--- src/rtl/pr_hrav_dispatcher_issue_pkg.sv ---
// Shared definitions for the dispatcher read side: FSM encoding and counter width.
// Latency: n/a (types and constants only).
// Backpressure: n/a.
package pr_hrav_dispatcher_issue_pkg;

  // Issue FSM encoding; values are visible to debug readback, so keep them fixed.
  typedef enum logic [2:0] {
    ST_IDLE   = 3'd0,
    ST_WAIT   = 3'd1,
    ST_LOAD   = 3'd2,
    ST_SELECT = 3'd3,
    ST_ISSUE  = 3'd4
  } state_t;

  // Width of the issued-job counter exposed to the control registers.
  localparam int ISSUE_CNT_W = 32;

endpackage

--- src/rtl/pr_hrav_dispatcher_rr_pick.sv ---
// Cyclic priority picker: first set req bit at or after ptr, wrapping at NUM_ENG.
// Latency: combinational.
// Backpressure: none; found=0 when no request is set.
module pr_hrav_dispatcher_rr_pick #(
  parameter int NUM_ENG = 4,
  parameter int ENG_W   = 2
) (
  input  logic [NUM_ENG-1:0] req,
  input  logic [ENG_W-1:0]   ptr,
  output logic               found,
  output logic [ENG_W-1:0]   idx
);

  logic [ENG_W:0] cand;

  // Scan offsets from the far end back to ptr so the closest hit to ptr wins.
  always_comb begin
    found = 1'b0;
    idx   = '0;
    cand  = '0;
    for (int k = NUM_ENG - 1; k >= 0; k--) begin
      cand = {1'b0, ptr} + (ENG_W + 1)'(k);
      if (cand >= (ENG_W + 1)'(NUM_ENG)) begin
        cand = cand - (ENG_W + 1)'(NUM_ENG);
      end
      if (req[cand[ENG_W-1:0]]) begin
        found = 1'b1;
        idx   = cand[ENG_W-1:0];
      end
    end
  end

endmodule

--- src/rtl/pr_hrav_dispatcher_issue.sv ---
// Pops job words from the dispatcher FIFO and hands each to an idle engine, round-robin.
// Latency: pop strobe 2 cycles after IDLE sees !rempty, engine valid from cycle 4; max 1 job / 5 cycles.
// Backpressure: holds valid/data in ISSUE until the granted engine is ready; waits in SELECT while no engine is idle.
module pr_hrav_dispatcher_issue
  import pr_hrav_dispatcher_issue_pkg::*;
#(
  parameter int DATA_SIZE = 305,
  parameter int NUM_ENG   = 4,
  parameter int ENG_W     = 2
) (
  input  logic                   rclk,
  input  logic                   rrst_n,
  input  logic                   enable,
  input  logic                   fifo_rempty,
  input  logic [DATA_SIZE-1:0]   fifo_rdata,
  output logic                   fifo_rinc,
  input  logic [NUM_ENG-1:0]     eng_idle,
  input  logic [NUM_ENG-1:0]     eng_ready,
  output logic [NUM_ENG-1:0]     eng_valid,
  output logic [DATA_SIZE-1:0]   eng_data,
  output logic                   busy,
  output logic [ISSUE_CNT_W-1:0] issue_count
);

  state_t               state_q;
  state_t               state_d;
  logic [DATA_SIZE-1:0] data_q;
  logic [ENG_W-1:0]     grant_q;
  logic [ENG_W-1:0]     rr_ptr_q;
  logic                 pick_found;
  logic [ENG_W-1:0]     pick_idx;
  logic                 handshake;

  pr_hrav_dispatcher_rr_pick #(
    .NUM_ENG (NUM_ENG),
    .ENG_W   (ENG_W)
  ) u_rr_pick (
    .req   (eng_idle),
    .ptr   (rr_ptr_q),
    .found (pick_found),
    .idx   (pick_idx)
  );

  // Only the granted engine's ready can complete a transfer.
  assign handshake = (state_q == ST_ISSUE) && eng_ready[grant_q];

  // FSM state register.
  always_ff @(posedge rclk or negedge rrst_n) begin
    if (!rrst_n) begin
      state_q <= ST_IDLE;
    end else begin
      state_q <= state_d;
    end
  end

  // Next state plus state-decoded outputs (pop strobe, one-hot valid, busy).
  always_comb begin
    state_d   = state_q;
    fifo_rinc = 1'b0;
    eng_valid = '0;
    busy      = (state_q != ST_IDLE);
    unique case (state_q)
      ST_IDLE: begin
        if (enable && !fifo_rempty) state_d = ST_WAIT;
      end
      // Bubble so the RAM output reflects the read address moved by the last pop.
      ST_WAIT: state_d = ST_LOAD;
      // Sole consumer, so rempty cannot rise between IDLE and here: pop is always legal.
      ST_LOAD: begin
        fifo_rinc = 1'b1;
        state_d   = ST_SELECT;
      end
      ST_SELECT: begin
        if (pick_found) state_d = ST_ISSUE;
      end
      ST_ISSUE: begin
        eng_valid[grant_q] = 1'b1;
        if (handshake) state_d = ST_IDLE;
      end
      default: state_d = ST_IDLE;
    endcase
  end

  // Datapath: capture job word, latch grant/output word, advance pointer and counter on handshake.
  always_ff @(posedge rclk or negedge rrst_n) begin
    if (!rrst_n) begin
      data_q      <= '0;
      eng_data    <= '0;
      grant_q     <= '0;
      rr_ptr_q    <= '0;
      issue_count <= '0;
    end else begin
      if (state_q == ST_LOAD) begin
        data_q <= fifo_rdata;
      end
      if ((state_q == ST_SELECT) && pick_found) begin
        grant_q  <= pick_idx;
        eng_data <= data_q;
      end
      if (handshake) begin
        rr_ptr_q    <= (grant_q == ENG_W'(NUM_ENG - 1)) ? '0 : grant_q + 1'b1;
        issue_count <= issue_count + 1'b1;
      end
    end
  end

endmodule

--- config.mk ---
export PLATFORM = sky130hd
export DESIGN_NAME = pr_hrav_dispatcher_issue
export DESIGN_NICKNAME = d
export VERILOG_FILES = /design/src/rtl/pr_hrav_dispatcher_issue_pkg.sv /design/src/rtl/pr_hrav_dispatcher_rr_pick.sv /design/src/rtl/pr_hrav_dispatcher_issue.sv
export SDC_FILE = /design/constraint.sdc
export NUM_CORES = 1
export LEC_CHECK = 0
export BUFFER_PORTS_ARGS = -buffer_cell sky130_fd_sc_hd__buf_2
export CORE_AREA = 2 2 254 256
export DETAILED_ROUTE_END_ITERATION = 6
export DIE_AREA = 0 0 256 258
export PLACE_DENSITY_LB_ADDON = 0.12
export SLEW_MARGIN = 0
export SYNTH_ARGS = -nofsm -noshare
export SYNTH_HDL_FRONTEND = slang
export SYNTH_SLANG_ARGS = --single-unit
export TNS_END_PERCENT = 30
--- constraint.sdc ---
create_clock -name rclk -period 1.8 [get_ports rclk]
set_input_delay 0.09 -clock rclk [delete_from_list [all_inputs] [get_ports rclk]]
set_output_delay 0.09 -clock rclk [all_outputs]
set_load 0.005 [all_outputs]
==> flow_summary_export.csv <==
group,metric,value,unit
routing,routed_via_density,4.678,
grt,gr-max-usage-layer,"met2",
routing,antenna_violating_nets_remaining,0,
grt,met2_use_gr,38.18,%
grt,grt_first_pass_wirelength,116900,um
routing,vias,19160,
die,fp.dieArea,0.06605,mm^2
placement,port-buffer-count,659,
yosys,netlist-cell-type-count,40,
critical_path,cp-end-kind,"output port",
yosys,gate_count_after_technology_mapping,2130,
power,p_clk_share,23.8,%
worst_hold_path,hp-class,"primary input to asynchronous set/reset pin",
sta,grt_setup_unrepaired,"yes",
critical_path,slowest_stage,"sky130_fd_sc_hd__dfrtp_1",
power,p_seq_share,40.0,%
cells_and_area,area.growth.synth_to_final,44.67,%
critical_path,timing.critical_path.required,1710,ps
die,floorplan.initialDensity,38.82,%
sta,fmax,562.2,MHz
sta,tightestPinTransition,497.1,ps
critical_path,crit_path_max_fanout,4,
cts,cts_inserted_buffers,73,
routing,initialDrtViolationCount,1049,
sta,finalHoldViolations,0,
power,switching_share,32.61,%
grt,grt.met3_usage,5.251,%
power,power.leakage,0.01822,uW
cts,cts_tree,"done",
critical_path,cp_cell_sequence,"buf_4, or3_1, buf_2",
sta,setup_violations,0,
grt,global_route_met1_utilization,27.57,%
sta,hold_slack,139.9,ps
cts,cts_num_sinks,649,
cts,clk_transition_reported_paths,60,ps
flow_run,drv.max_cap_violation_count,0,
cts,cts-root-to-sink-buffers,3,
critical_path,start_kind,"flop",
die,placeableCoreArea,0.06365,mm^2
sta,post-route-min-period,1779,ps
cells_and_area,mostFrequentLayoutCells,"937 x sky130_fd_sc_hd__nand2_1, 654 x sky130_fd_sc_hd__buf_2, 645 x sky130_fd_sc_hd__dfrtp_1, 315 x sky130_fd_sc_hd__dlygate4sd3_1, 282 x sky130_fd_sc_hd__mux2_2",
power,irDropWorstVdd,816.0,uV
grt,grt_overflow,0,
critical_path,worst_reg2reg_path_length_in_cells,7,
cts,max_h_tree_level,3,
placement,place.gp.congestion,0.8434,
power,pwr-share-comb,36.2,%
die,fp.dieW,256,um
grt,antenna_found_initial,12,
die,number_of_placement_rows,93,
die,chipHeight,258,um
sta,slew_viol_final,0,
cells_and_area,commonest_non_fill_non_tap_cell_in_the_layout,"sky130_fd_sc_hd__nand2_1",
cts,later_pin_clock_latency_in_the_skew_report,600,ps
grt,grt_start_max_net_pins,106,
yosys,postSynthAreaPerCell,11.60,um^2
power,power.density,1765,mW/mm^2
cells_and_area,final_util,56.16,%
grt,first_global_vias,20600,
yosys,synth_area,0.02471,mm^2
power,power.switching,20570,uW
yosys,yosysWarnings,0,
run_status,status,"complete, no violations",
critical_path,critPathArrivalTime,1690,ps
sta,relSlewSlack,66.86,%
yosys,yosysSeqAreaShare,65.73,%
yosys,postSynthRegisterBits,649,
critical_path,worstSetupPathType,"flop to output port",
placement,hpwl,52350,um
routing,drc,0,
routing,first_pass_iters,4,
critical_path,timing.critical_path.slowest_cell_delay,420,ps
cells_and_area,drive_above_1_share,36.73,%
sta,finClkSkew,19.29,ps
die,floorplan.io_pins,660,
routing,routed_wire_length_per_instance,18.25,um
power,cellInternalPower,42510,uW
power,report.power.total,63080,uW
cells_and_area,nets,3503,
routing,totalWireLength,74770,um
sta,layout_worst_path_cycle_share,98.82,%
cts,clock-root-buffer,"sky130_fd_sc_hd__clkbuf_16",
grt,groute.usage.overall,22.49,%
yosys,postSynthNetCount,2452,
[Yosys cell counts]
library cell	count	area, um^2
sky130_fd_sc_hd__nand2_1	937	3517
sky130_fd_sc_hd__dfrtp_1	649	16240
sky130_fd_sc_hd__mux2_2	282	3176
sky130_fd_sc_hd__buf_2	78	390.4
sky130_fd_sc_hd__mux2_1	23	259.0
sky130_fd_sc_hd__clkbuf_1	22	82.58
sky130_fd_sc_hd__xor2_1	22	192.7
sky130_fd_sc_hd__nand3_1	10	50.05
sky130_fd_sc_hd__xnor2_1	9	78.83
sky130_fd_sc_hd__inv_1	8	30.03
sky130_fd_sc_hd__nand4_1	8	50.05
sky130_fd_sc_hd__nor2_1	8	30.03
sky130_fd_sc_hd__nor4_1	8	50.05
sky130_fd_sc_hd__and2_1	6	37.54
sky130_fd_sc_hd__nor3_2	6	60.06
sky130_fd_sc_hd__buf_4	5	37.54
sky130_fd_sc_hd__ha_1	5	62.56
sky130_fd_sc_hd__nor3_1	5	25.02
sky130_fd_sc_hd__nor4_2	5	62.56
sky130_fd_sc_hd__and3_1	4	25.02
sky130_fd_sc_hd__a21oi_1	3	15.01
sky130_fd_sc_hd__and4_1	3	26.28
sky130_fd_sc_hd__nand2b_1	3	18.77
sky130_fd_sc_hd__o21ai_0	3	15.01
sky130_fd_sc_hd__o41ai_1	2	17.52
sky130_fd_sc_hd__or3_1	2	12.51
sky130_fd_sc_hd__a211oi_1	1	7.510
sky130_fd_sc_hd__a21o_1	1	7.510
sky130_fd_sc_hd__a22oi_1	1	7.510
sky130_fd_sc_hd__and4_2	1	10.01
sky130_fd_sc_hd__buf_1	1	3.750
sky130_fd_sc_hd__mux2i_1	1	10.01
sky130_fd_sc_hd__mux4_2	1	22.52
sky130_fd_sc_hd__nand3_4	1	17.52
sky130_fd_sc_hd__nor2_2	1	6.260
sky130_fd_sc_hd__nor2b_1	1	6.260
sky130_fd_sc_hd__nor3b_4	1	18.77
sky130_fd_sc_hd__o22ai_1	1	6.260
sky130_fd_sc_hd__o41a_1	1	11.26
sky130_fd_sc_hd__or4_4	1	11.26
[worst paths after layout]
path                                startpoint       endpoint  slack [ps]
worst max register to register      state_q[0]     data_q[62]          30
min in group rclk               fifo_rdata[71]     data_q[71]         250
worst min register to register      data_q[89]   eng_data[89]         440
max in group asynchronous               rrst_n  eng_data[167]        1100
worst max-delay path                state_q[1]           busy          20
worst min-delay path                    rrst_n  eng_data[289]         140
[registers in the layout, indices dropped and copies added (netlist names)]
| signal | cells |
|---|---|
| grant_q | 2 |
| issue_count | 32 |
| data_q | 305 |
| eng_data | 305 |
| rr_ptr_q | 2 |
| state_q | 3 |
[kinds of logic (layout without fill, tap and decap cells)]
| kind of cell | Yosys count | in the layout | share of synthesized area (%) |
|---|---|---|---|
| and+or+nand+nor | 1011 | 1011 | 16.33 |
| DFF | 649 | 649 | 65.73 |
| muxes | 307 | 307 | 14.03 |
| buffers and inverters | 114 | 1218 | 2.203 |
| xor gates and xnor gates | 31 | 31 | 1.099 |
| AOI/OAI and AO/OA | 13 | 13 | 0.3545 |
| adders and majority gates | 5 | 5 | 0.2532 |
| other | 0 | 7 | 0 |
[final cells by class]
class                   count  area [um^2]
fillers                  5492        27900
clock inverters            20        285.3
diodes                      7        17.52
well taps                 855         1070
repair buffers           1082         7983
flip-flops and latches    649        16250
clock buffers             108         2140
inverters                   8        30.03
multi-input cells        1367         7975
[through the flow]
stage	setup WS [ps]	instances	setup TNS, ps	cell area (um^2)
detailed placement	-105.1	3626	-192.3	29790
CTS	-31.56	4077	-70.83	35480
finish	21.28	4096	0	35750
global route	-54.23	4095	-1056	35740
floorplan	138.1	2130	0	24710
global placement	-29.29	3626	-63.64	29790
[power groups by stage]
stage / registers [uW] / logic (uW) / clock network, uW
floorplan: 25000 / 12200 / 0
global placement: 25100 / 21200 / 0
detailed placement: 25300 / 21800 / 0
CTS: 25200 / 22700 / 15400
global route: 26100 / 25200 / 16100
finish: 25200 / 22800 / 15000
[worst max-delay path, delay by kind of cell (launching register included)]
kind                   cells  cell delay (ps)
buffers and inverters      2              320
DFF                        1              420
and+or+nand+nor            1              360
[routing by layer]
metal,part of all wire [%],up-vias
met3,5.8,169
met2,50,568
met1,40,9463
li1,-,8952
met4,4.0,8
met5,0.070,-
[timing repair]
item	4_1_cts	5_1_grt
hold endpoints to repair	887	0
gates cloned	1	2
resized for setup	3	23
hold buffers	316	0
setup endpoints to repair	19	140
buffers inserted	7	10
pin swaps	1	4
No activity file was read; power rests on OpenSTA's default activity.
